===== config.mk =====
export PLATFORM = sky130hd
export DESIGN_NAME = dmem_arbiter
export DESIGN_NICKNAME = d
export VERILOG_FILES = /design/src/rtl/dmem_arbiter.sv
export SDC_FILE = /design/constraint.sdc
export NUM_CORES = 1
export LEC_CHECK = 0
export BUFFER_PORTS_ARGS = -buffer_cell sky130_fd_sc_hd__buf_2
export CORE_AREA = 10 10 82 56
export DETAILED_ROUTE_END_ITERATION = 10
export DIE_AREA = 0 0 92 66
export PLACE_DENSITY = 0.81
export SETUP_SLACK_MARGIN = 0.15
export SYNTH_ARGS = -nofsm -noshare
export SYNTH_HDL_FRONTEND = slang
export SYNTH_SLANG_ARGS = --single-unit

===== constraint.sdc =====
create_clock -name Clk -period 2.09 [get_ports Clk]
set_input_delay 0 -clock Clk [delete_from_list [all_inputs] [get_ports Clk]]
set_output_delay 0 -clock Clk [all_outputs]
set_load 0.03 [all_outputs]

===== src/rtl/dmem_arbiter.sv =====
// dmem_arbiter: round-robin arbiter sharing a single-port data memory between
// requester 0 (CPU load/store) and requester 1 (DMA/loader).
// One transaction per grant, three-cycle cadence: IDLE -> ACCESS -> ACK.
// All outputs are registered. Optional grant statistics are enabled by
// defining DMEM_ARBITER_STATS_EN (adds stats_clr, grant_cnt0, grant_cnt1).
module dmem_arbiter #(
  parameter int unsigned ADDR_W = 8,
  parameter int unsigned DATA_W = 8,
  parameter int unsigned CNT_W  = 16
) (
  input  logic              Clk,
  input  logic              Reset_n,
  input  logic              req0,
  input  logic              we0,
  input  logic [ADDR_W-1:0] addr0,
  input  logic [DATA_W-1:0] wdata0,
  output logic              ack0,
  input  logic              req1,
  input  logic              we1,
  input  logic [ADDR_W-1:0] addr1,
  input  logic [DATA_W-1:0] wdata1,
  output logic              ack1,
  output logic [DATA_W-1:0] rdata,
  output logic              busy,
  output logic              MEM_READ,
  output logic              MEM_WRITE,
  output logic [ADDR_W-1:0] DataAddress,
  output logic [DATA_W-1:0] WriteData,
  input  logic [DATA_W-1:0] ReadData
`ifdef DMEM_ARBITER_STATS_EN
  ,
  input  logic              stats_clr,
  output logic [CNT_W-1:0]  grant_cnt0,
  output logic [CNT_W-1:0]  grant_cnt1
`endif
);

  typedef enum logic [1:0] {
    ST_IDLE   = 2'd0,
    ST_ACCESS = 2'd1,
    ST_ACK    = 2'd2
  } state_e;

  state_e              state_q, state_d;
  logic                last_grant_q, last_grant_d;
  logic                owner_q, owner_d;
  logic                mem_read_q, mem_read_d;
  logic                mem_write_q, mem_write_d;
  logic [ADDR_W-1:0]   addr_q, addr_d;
  logic [DATA_W-1:0]   wdata_q, wdata_d;
  logic                ack0_q, ack0_d;
  logic                ack1_q, ack1_d;
  logic [DATA_W-1:0]   rdata_q, rdata_d;
  logic                busy_q, busy_d;

  logic                start;
  logic                pick1;

  // Winner selection: a lone requester wins; on contention the port that
  // was not granted last wins.
  always_comb begin
    start = req0 | req1;
    pick1 = req1 & (~req0 | ~last_grant_q);
  end

  // Next-state and next-output computation for the arbiter FSM.
  always_comb begin
    state_d      = state_q;
    last_grant_d = last_grant_q;
    owner_d      = owner_q;
    mem_read_d   = 1'b0;
    mem_write_d  = 1'b0;
    addr_d       = addr_q;
    wdata_d      = wdata_q;
    ack0_d       = 1'b0;
    ack1_d       = 1'b0;
    rdata_d      = rdata_q;
    unique case (state_q)
      ST_IDLE: begin
        if (start) begin
          owner_d      = pick1;
          last_grant_d = pick1;
          addr_d       = pick1 ? addr1  : addr0;
          wdata_d      = pick1 ? wdata1 : wdata0;
          mem_write_d  = pick1 ? we1    : we0;
          mem_read_d   = pick1 ? ~we1   : ~we0;
          state_d      = ST_ACCESS;
        end
      end
      ST_ACCESS: begin
        if (mem_read_q) begin
          rdata_d = ReadData;
        end
        ack0_d  = ~owner_q;
        ack1_d  = owner_q;
        state_d = ST_ACK;
      end
      ST_ACK: begin
        state_d = ST_IDLE;
      end
      default: begin
        state_d = ST_IDLE;
      end
    endcase
    busy_d = (state_d != ST_IDLE);
  end

  // Arbiter state and registered memory/handshake outputs.
  always_ff @(posedge Clk or negedge Reset_n) begin
    if (!Reset_n) begin
      state_q      <= ST_IDLE;
      last_grant_q <= 1'b1;
      owner_q      <= 1'b0;
      mem_read_q   <= 1'b0;
      mem_write_q  <= 1'b0;
      addr_q       <= '0;
      wdata_q      <= '0;
      ack0_q       <= 1'b0;
      ack1_q       <= 1'b0;
      rdata_q      <= '0;
      busy_q       <= 1'b0;
    end else begin
      state_q      <= state_d;
      last_grant_q <= last_grant_d;
      owner_q      <= owner_d;
      mem_read_q   <= mem_read_d;
      mem_write_q  <= mem_write_d;
      addr_q       <= addr_d;
      wdata_q      <= wdata_d;
      ack0_q       <= ack0_d;
      ack1_q       <= ack1_d;
      rdata_q      <= rdata_d;
      busy_q       <= busy_d;
    end
  end

  assign ack0        = ack0_q;
  assign ack1        = ack1_q;
  assign rdata       = rdata_q;
  assign busy        = busy_q;
  assign MEM_READ    = mem_read_q;
  assign MEM_WRITE   = mem_write_q;
  assign DataAddress = addr_q;
  assign WriteData   = wdata_q;

`ifdef DMEM_ARBITER_STATS_EN
  logic [CNT_W-1:0] grant_cnt0_q, grant_cnt0_d;
  logic [CNT_W-1:0] grant_cnt1_q, grant_cnt1_d;

  // Saturating grant counters; a clear request overrides a same-cycle grant.
  always_comb begin
    grant_cnt0_d = grant_cnt0_q;
    grant_cnt1_d = grant_cnt1_q;
    if (stats_clr) begin
      grant_cnt0_d = '0;
      grant_cnt1_d = '0;
    end else if ((state_q == ST_IDLE) && start) begin
      if (!pick1 && (grant_cnt0_q != '1)) begin
        grant_cnt0_d = grant_cnt0_q + CNT_W'(1);
      end
      if (pick1 && (grant_cnt1_q != '1)) begin
        grant_cnt1_d = grant_cnt1_q + CNT_W'(1);
      end
    end
  end

  // Grant counter registers.
  always_ff @(posedge Clk or negedge Reset_n) begin
    if (!Reset_n) begin
      grant_cnt0_q <= '0;
      grant_cnt1_q <= '0;
    end else begin
      grant_cnt0_q <= grant_cnt0_d;
      grant_cnt1_q <= grant_cnt1_d;
    end
  end

  assign grant_cnt0 = grant_cnt0_q;
  assign grant_cnt1 = grant_cnt1_q;
`endif

endmodule


== After elaboration in Yosys (flattened, before gate mapping) ==
Index checks and enable logic that the tools add are counted.
Widths: inputs -> output; s select.
Word-level totals
  register bits: 33
  input port bits: 46
  output and inout port bits: 29
  logic and storage cells: 36
Operators by class
  eq/ne operators: 1
  mux-type cells: 12
  bitwise logic cells: 8
  reduce and logical (&&, ||, !) cells: 4
Operator list (number)
  $mux 8: 2
  $mux 1: 8
  $not 1->1: 5
  $pmux 2 s2: 1
  $reduce_and 2->1: 2
  $eq 2x1->1 const B: 1
  $logic_not 2->1: 1
  $mux 2: 1
  $or 1x1->1: 2
  $reduce_bool 2->1: 1
  $and 1x1->1: 1

== Depth between registers and ports, before layout ==
Gate-level depths: netlist (run 1).
  depth after elaboration: 6
  mapped depth: 6
  mapped depth without buffers: 4

== Least setup slack after synthesis (run 1) ==
OpenSTA, ideal clock, no wires.
  path type: flip-flop to flip-flop
  start: reg last_grant_q
  end: reg addr_q[0], in the netlist DataAddress[0]
  library setup time: 0.082 ns
  arrival time: 1.135 ns
  data required time: 2.008 ns
  setup slack: 0.873 ns
  cell stages (with the launch flop): 5
  buffers on the path: 1
  period minus slack after synthesis: 1.217 ns
  path through: dfstp_2 a21bo_1 buf_2 nand2_1 a31oi_1
On the way
  longest elaborated chain between the ends: 4
Ends and longest elaborated chain
  from (decl): RTL line 45  | logic last_grant_q, last_grant_d;
  from (signal assigned): RTL line 124  | last_grant_q <= last_grant_d;
  $not 1->1: RTL line 63  | pick1 = req1 & (~req0 | ~last_grant_q);
  $or 1x1->1: RTL line 63
  $and 1x1->1: RTL line 63
  $mux 8: RTL line 83  | addr_d = pick1 ? addr1 : addr0;
  to (signal assigned): RTL line 128  | addr_q <= addr_d;
  to (decl): RTL line 49  | logic [ADDR_W-1:0] addr_q, addr_d;
Every way passes these cells.
A chain may end at the register's enable or synchronous reset.

== Final worst setup path (run 1) ==
  start: in req0
  end: reg addr_q[3], in the netlist DataAddress[3]
On the way
  longest elaborated chain between the ends: 4
  elaborated cells between the ends (all ways): 6
  classes of those cells: 1 x mux; 4 x bitwise; 1 x reduce/logical
Ends and longest elaborated chain
  from (decl): RTL line 13  | input logic req0,
  $not 1->1: RTL line 63
  $or 1x1->1: RTL line 63
  $and 1x1->1: RTL line 63
  $mux 8: RTL line 83
Several ways; a longest one is shown, not always the timed one.

==> flow_summary.ini, run 1 <==
[run_status]
status = finished clean

[worst_setup_path]
crit_slowest_cell = or2_1
cp_num_buf_inv = 3
critPathKind = in2reg
reg2regPathDepth = 3
r2r_slack_ns = 0.65
reg2reg_from = last_grant_q
cp.arrival_ns = 1.69
path_cells = dlygate4sd3_1 -> buf_2 -> or2_1 -> nand2_8 -> inv_6 -> a31oi_1
crit_path_start_kind = input port
crit_family = buffers and inverters
cp_max_fo = 18
crit_required_ns = 2.25
r2r_end = WriteData[2]
cp_slowest_stage_delay_ns = 0.59
endpoint_kind = flip-flop

[drt]
ant_nets = 0
viasPerCell = 4.92
finalWirelength_mm = 4.83
drcViolationCount = 0
drtIter0Drc = 64
avgRoutedWirePerCell_um = 16.5
vias = 1437
drtPass1Iterations = 4

[synth]
yosysSeqAreaShare_pct = 58.4
ys_warn_count = 0
yosys.area.top_type = dfrtp_1
synth_cells = 130
synth_cell_types = 23
synth_edf_count = 0
avgSynthCellArea_um2 = 10.9
synth_area_leaders = dfrtp_1 (57%), nand2_1 (8.8%), a31oi_1 (7.5%)
synth_fp_nets = 176
async_flop_share_pct = 100
synth_top_area_share_pct = 56.6
synth_seq_cells = 33
syn_area_um2 = 1420
synth_ff_type = dfrtp_1

[power]
p_int_uw = 1720
power.leakage_uw = 0.00111
power_switching_share_pct = 46.9
p_sw_uw = 1520
pwr-share-comb_pct = 50.6
ir_drop_mv = 0.735
clkPwrFrac_pct = 14.3
power_per_cell_area_nw_per_um2 = 1410
pwr-share-seq_pct = 35.1

[placement]
post-dp-hpwl_mm = 2.94
port-buffer-count = 74
gp_congestion = 0.742
place_ws_ns = 0.693

[cells_and_area]
n_fill_cell = 235
final_util_pct = 73.4
n_antenna_cell = 0
drive_gt1_share_pct = 37.7
multi_input_area_um2 = 523
area_growth_pct = 62.0
seq_area_um2 = 827
fin_nets = 292

[floorplan]
initial_core_util_pct = 45.3
die_h_um = 66
std_cell_rows = 16
die_w_um = 92
core_area_um2 = 3120
dieArea_um2 = 6070
ios = 75

[grt]
grt_overflow_total = 0
grt_pass1_wl_mm = 7.72
grt_usage_pct = 16.1
antenna_found_initial = 0
grt_pass1_vias = 1543
grt_max_degree = 34

[worst_hold_path]
hold-path-endpoint = last_grant_q
worstHoldPathType = in2reg
whs_path_depth = 3
min_from = req1

[clock_network]
clk_path_buf_depth = 2
numCtsBuffers = 5
cts_tree = built
clkTransAtPathRegs_ns = 0.07
cts_resized = 0
clock-sinks = 33
clk_latency_ns = 0.29
cts-root-buf = clkbuf_8
h-tree-depth = 2

[sta]
worst_slew_pin_slew_ns = 0.718
grt_setup_unrepaired = false
fmaxAchievable_mhz = 651
hold_violations = 0
finClkSkew_ns = 0.00427
setup_viol = 0
worst_hold_slack_ns = 0.00606
post-route-period-util_pct = 73.5
slew-limit-headroom_pct = 52.1
finalSetupTns_ns = 0
finalWorstPathRequiredPeriod_ns = 1.54
final_max_slew_viol_count = 0
setup_ws_ns = 0.553

[flow_run]
max-cap-violations = 0
-- cell families after synthesis --
family	count (synthesis)	share of synthesized area, %
and+or+nand+nor	42	13.7
AOI/OAI and AO/OA	37	16.2
muxes	9	7.07
buffers and inverters	9	4.60
DFF	33	58.4
-- power groups by stage --
stage	clock (uW)	sequential, uW	combinational (uW)
2_1_floorplan	0	1670	594
3_3_place_gp	0	1120	1560
3_5_place_dp	0	1140	1580
4_1_cts	462	1130	1630
5_1_grt	496	1170	1760
6_report	464	1140	1640
-- cells in the mapped netlist (2+ instances only) --
| cell type | number |
|---|---|
| dfrtp_1 | 32 |
| nand2_1 | 33 |
| a21oi_1 | 17 |
| and2_1 | 2 |
| buf_2 | 3 |
| mux2_1 | 3 |
| buf_6 | 2 |
| buf_4 | 2 |
| mux2_2 | 5 |
| a31oi_1 | 17 |
| nor2_1 | 2 |
-- layout make-up --
| class | count | share of cell area [%] |
|---|---|---|
| Multi-Input combinational cell | 88 | 22.8 |
| Clock inverter | 2 | 0.437 |
| Inverter | 2 | 0.546 |
| Timing Repair Buffer | 116 | 34.5 |
| Sequential cell | 33 | 36.1 |
| Clock buffer | 6 | 3.17 |
| Tap cell | 45 | 2.46 |
-- sequential cells by signal, indices dropped and copies added, names as in the netlist, 2 cells and up --
name	flops
DataAddress	8
rdata	8
state_q	2
WriteData	8
-- placed cells by master, fill, tap and decap left out, types with 2 or more instances in the layout --
master          n
a21oi_1        17
a31oi_1        17
and2_1          2
buf_2          74
clkbuf_8        5
clkinv_2        2
dfrtp_1        32
dlygate4sd3_1  42
mux2_1          3
mux2_2          5
nand2_1        33
nor2_1          2
-- per-stage QoR --
stage / instances / area, um^2 / power (uW)
after floorplan: 130 / 1420 / 2270
after detailed placement: 242 / 1790 / 2720
after CTS: 292 / 2290 / 3230
after global placement: 242 / 1790 / 2680
final: 292 / 2290 / 3240
after global routing: 292 / 2290 / 3430
-- how the worst max path moves through the flow --
stage	start	endpoint	cells after the start
finish	req0	DataAddress[3]	6
global placement	state_q[0]	DataAddress[7]	4
CTS	req0	DataAddress[3]	6
global route	req0	WriteData[5]	6
detailed placement	last_grant_q	DataAddress[3]	3
floorplan	last_grant_q	DataAddress[0]	4
-- tightest hold or removal path, stage by stage --
cell	delay (ns)
buf_2	0.12
a21oi_1	0.12
a31oi_1	0.05
-- routing by layer --
layer	vias to the layer above	global-route usage, %	share of wire, %
li1	680	-	-
met2	75	28.4	51
met5	-	0	0
met1	674	17.0	39
met4	0	4.60	1.2
met3	8	7.48	9.0
-- what timing repair did --
item | in CTS | in global routing
hold buffers | 42 | 0
setup endpoints to repair | 0 | 0
buffers inserted | 0 | 0
endpoints found under the hold margin | 57 | 0
No activity file was read; power rests on OpenSTA's default activity.
==> inputs of run 2 (changes only) <==
- CORE_AREA: 10 10 82 56 -> 10 10 88 60
- DIE_AREA: 0 0 92 66 -> 0 0 98 70
- PLACE_DENSITY: 0.81 -> 0.73
- clock period: 2.09 -> 1.3 ns (I/O delays scaled with it)
==> run 2 against run 1 <==
Effect of this change: sequential share of layout area shrank 3.4 points; register-to-register slack lost 0.53 ns; worst hold slack gained 0.012 ns; utilization shrank 6.8 points; via count grew 3.3%; cell count grew 6.8%; clock power grew 81%; first-iteration DRC count shrank 33%; sequential power grew 61%; die area grew 13%; largest cell class is now non-clock buffers.
==> flow_summary.ini, run 2 (synthesis gave the netlist of run 1 again) <==
[grt]
grt_max_degree = 34
grt_overflow_total = 0
antenna_found_initial = 1
grt_usage_pct = 14.0
grt_pass1_wl_mm = 7.97
grt_pass1_vias = 1615

[run_status]
status = finished clean

[cells_and_area]
layout_commonest_cell = buf_2
fin_nets = 306
mostFrequentLayoutCells = buf_2 (74), dlygate4sd3_1 (44), dfrtp_1 (31), nand2_1 (28)
drive_gt1_share_pct = 45.2
area_growth_pct = 79.2

[worst_setup_path]
crit_required_ns = 1.50
cp_num_buf_inv = 1
crit_path_start_kind = flip-flop
reg2reg_from = last_grant_q
cp.arrival_ns = 1.38
crit_slowest_cell = dfstp_2
endpoint_kind = flip-flop
r2r_end = WriteData[0]
cp.depth = 4
r2r_slack_ns = 0.12
reg2regPathDepth = 4
cp_slowest_stage_delay_ns = 0.40
crit_family = compound AO/OA/AOI/OAI gates
critPathKind = reg2reg
path_cells = a21boi_4 -> buf_4 -> nand2_1 -> a31oi_1
critPathCapture = WriteData[0]
cp_max_fo = 6
startpoint = last_grant_q

[drt]
drtIter0Drc = 43
finalWirelength_mm = 5.06
drcViolationCount = 0
avgRoutedWirePerCell_um = 16.2
drtPass1Iterations = 4
ant_nets = 0
vias = 1485
viasPerCell = 4.76

[clock_network]
h-tree-depth = 2
clk_path_buf_depth = 2
numCtsBuffers = 5
clock-sinks = 33
clkTransAtPathRegs_ns = 0.07
cts_tree = built
cts-root-buf = clkbuf_8
clk_latency_ns = 0.28

[worst_hold_path]
worstHoldPathType = in2reg
whs_path_depth = 3

[power]
p_int_uw = 3200
pwr-share-seq_pct = 32.1
pwr-share-comb_pct = 53.3
power_per_cell_area_nw_per_um2 = 2260
ir_drop_mv = 1.33
clkPwrFrac_pct = 14.6
p_sw_uw = 2550
power_switching_share_pct = 44.3
total_power_uw = 5740
power.leakage_uw = 0.00124

[floorplan]
std_cell_rows = 18
die_w_um = 98
dieArea_um2 = 6860
core_area_um2 = 3810
initial_core_util_pct = 37.2
ios = 75
die_h_um = 70

[sta]
finalWorstPathRequiredPeriod_ns = 1.18
worst_slew_pin_slew_ns = 0.492
finClkSkew_ns = 0.00623
hold_violations = 0
worst_hold_slack_ns = 0.0178
fmaxAchievable_mhz = 847
final_max_slew_viol_count = 0
slew-limit-headroom_pct = 67.2
post-route-period-util_pct = 90.8
finalSetupTns_ns = 0
grt_setup_unrepaired = true
setup_viol = 0

[placement]
port-buffer-count = 74
post-dp-hpwl_mm = 3.00
gp_congestion = 0.802

[flow_run]
max-cap-violations = 0
==> run 2: metal layers <==
| metal | vias up | GRT usage, % | routed length [um] |
|---|---|---|---|
| met2 | 59 | 25.8 | 2640 |
| met1 | 709 | 14.2 | 1970 |
| met5 | - | 0 | 0 |
| li1 | 713 | - | - |
| met3 | 4 | 5.40 | 397 |
| met4 | 0 | 4.82 | 61 |
==> run 2: worst min-delay path by stage <==
| stage | startpoint | end | slack (ns) |
|---|---|---|---|
| finish | req1 | last_grant_q | 0.02 |
| floorplan | Reset_n | DataAddress[0] | -0.30 |
| CTS | req1 | last_grant_q | 0.01 |
| detailed placement | Reset_n | DataAddress[5] | 0.04 |
| global placement | Reset_n | DataAddress[6] | 0.04 |
| global route | req1 | last_grant_q | 0.04 |
==> run 2: per-stage QoR <==
step | cell area [um^2] | util, % | setup slack, ns | cells
floorplan | 1440 | - | 0.166 | 130
global placement | 1860 | 48.8 | 0.115 | 251
detailed placement | 1860 | 48.8 | 0.0985 | 251
CTS | 2480 | 65.2 | 0.122 | 308
global route | 2540 | 66.6 | 0.0839 | 312
finish | 2540 | 66.6 | 0.120 | 312
==> run 2: final cells by class <==
cell class / count / area, um^2
fillers: 291 / 1270
well taps: 50 / 62.6
clock buffers: 7 / 96.3
clock inverters: 1 / 5.00
repair buffers: 129 / 917
inverters: 2 / 15.0
diodes: 1 / 2.50
flip-flops and latches: 33 / 828
multi-input cells: 89 / 609
==> run 2: timing repair <==
action,4_1_cts,5_1_grt
pin swaps,3,10
hold buffers,44,0
gates resized for setup,10,11
hold endpoints to repair,58,0
setup buffers,4,2
cloned,1,1
endpoints found under the setup margin,23,26
==> run 2: power by group through the flow <==
| stage | logic, uW | registers [uW] | clock network [uW] |
|---|---|---|---|
| finish | 3060 | 1840 | 838 |
| global route | 3260 | 1920 | 884 |
| CTS | 3010 | 1840 | 852 |
| detailed placement | 2710 | 1840 | 0 |
| global placement | 2670 | 1820 | 0 |
| floorplan | 1020 | 2710 | 0 |
==> run 2: worst min-delay path, cell delays in order <==
cell and delay, ns:
buf_2 0.13, a21oi_1 0.12, a31oi_1 0.05
==> inputs of run 3 (changes only) <==
- REMOVE_ABC_BUFFERS: unset -> 1
==> run 3 against run 2 <==
Effect of this change: critical path depth up 1; sequential power about the same; count of clock-buffer cells in the layout down 2; first-iteration DRC count up 53%; sequential cell count unchanged; critical endpoint is now owner_q; worst setup slack worse by 0.051 ns; highest routed layer unchanged; maximum frequency down 4.2%; non-clock buffer count up 3; largest cell class unchanged.
==> flow_summary.ini, run 3 (synthesis gave the netlist of run 1 again) <==
[sta]
setup_ws_ns = 0.0684
finalWorstPathRequiredPeriod_ns = 1.23
hold_violations = 0
slew-limit-headroom_pct = 71.8
post-route-period-util_pct = 94.7
fmaxAchievable_mhz = 812
finClkSkew_ns = 0.0110
grt_setup_unrepaired = true
worst_slew_pin_slew_ns = 0.423
setup_viol = 0
final_max_slew_viol_count = 0

[power]
pwr-share-seq_pct = 28.1
total_power_uw = 6640
clkPwrFrac_pct = 17.3
pwr-share-comb_pct = 54.5
p_int_uw = 3850
power.leakage_uw = 0.00130
power_switching_share_pct = 42.0
power_per_cell_area_nw_per_um2 = 2500
ir_drop_mv = 1.46
p_sw_uw = 2790

[grt]
grt_max_degree = 34
antenna_found_initial = 1
grt_overflow_total = 0
grt_usage_pct = 15.5
grt_pass1_wl_mm = 8.69
grt_pass1_vias = 1700

[worst_setup_path]
cp.arrival_ns = 1.41
crit_path_start_kind = flip-flop
critPathKind = reg2reg
endpoint_kind = flip-flop
cp_max_fo = 4
crit_required_ns = 1.48

[drt]
drtIter0Drc = 66
viasPerCell = 4.96
ant_nets = 0
avgRoutedWirePerCell_um = 17.6
drtPass1Iterations = 5
vias = 1557
drcViolationCount = 0
finalWirelength_mm = 5.52

[clock_network]
clk_latency_ns = 0.29
cts-root-buf = clkbuf_8
numCtsBuffers = 5
clock-sinks = 33
clk_path_buf_depth = 2
h-tree-depth = 2
clkTransAtPathRegs_ns = 0.08
cts_tree = built

[cells_and_area]
layout_commonest_cell = buf_2
final_util_pct = 69.8
finish.instance_area_um2 = 2660
mostFrequentLayoutCells = buf_2 (74), dlygate4sd3_1 (42), nand2_1 (33), dfrtp_1 (32), a31oi_1 (17)
drive_gt1_share_pct = 45.6
area_growth_pct = 87.7
fin_nets = 308
fin_cells = 314
n_fill_cell = 264

[placement]
post-dp-hpwl_mm = 3.03
gp_congestion = 0.755
placed_cell_area_um2 = 1870
port-buffer-count = 74
dp_cells = 253
place_ws_ns = -0.0124

[floorplan]
dieArea_um2 = 6860
die_h_um = 70
die_w_um = 98
core_area_um2 = 3810
initial_core_util_pct = 37.2
std_cell_rows = 18
ios = 75

[flow_run]
max-cap-violations = 0

[run_status]
status = finished clean

[worst_hold_path]
worstHoldPathType = in2reg
[run 3: repair_timing]
item | 4_1_cts | 5_1_grt
setup buffers | 7 | 1
resized for setup | 18 | 8
endpoints found under the setup margin | 27 | 27
gates cloned | 1 | 1
hold endpoints to repair | 57 | 0
hold buffers | 42 | 0
pin swaps | 3 | 1
[run 3: final timing paths]
kind / slack (ns) / depth (start not counted) / startpoint / to
setup / recovery: 0.07 / 5 / state_q[1] / owner_q
min in group asynchronous: 0.28 / 3 / Reset_n / owner_q
max in group asynchronous: 0.69 / 3 / Reset_n / last_grant_q
setup reg to reg: 0.07 / 5 / state_q[1] / owner_q
hold reg to reg: 0.49 / 1 / owner_q / ack0
hold / removal: 0.009 / 3 / we0 / MEM_WRITE
[run 3: stage by stage]
step                setup TNS (ns)  hold slack [ns]
floorplan                        0           -0.296
global placement                 0           0.0508
detailed placement         -0.0124           0.0518
CTS                              0          0.00359
global route                     0           0.0173
finish                           0          0.00895
[run 3: power by group through the flow]
stage          clock network [uW]  registers [uW]  logic [uW]
2_1_floorplan                   0            2690         856
6_report                     1150            1870        3620
5_1_grt                      1210            1940        3830
3_5_place_dp                    0            1810        2710
4_1_cts                      1160            1830        3340
3_3_place_gp                    0            1800        2670
[run 3: layout make-up]
type                            instances  area (um^2)  area share (%)
Sequential cell                        33          827            31.1
Antenna cell                            1         2.50          0.0942
Inverter                                2         22.5           0.848
Clock inverter                          3         65.1            2.45
Multi-Input combinational cell         88          607            22.8
Clock buffer                            5         68.8            2.59
Tap cell                               50         62.6            2.36
Timing Repair Buffer                  132         1000            37.7
[run 3: routing by layer]
layer  up-vias  track usage [%]  share of wire (%)
met5         -                0                  0
met4         0             7.56                2.7
met3        16             4.62                6.5
met2        78             28.0                 53
met1       744             16.1                 38
li1        719                -                  -
[run 3: critical path, stage by stage, from the launching register on]
cell,delay (ns)
dfrtp_1,0.40
buf_6,0.13
nor2_4,0.11
buf_4,0.15
nand2_8,0.07
a22o_1,0.25
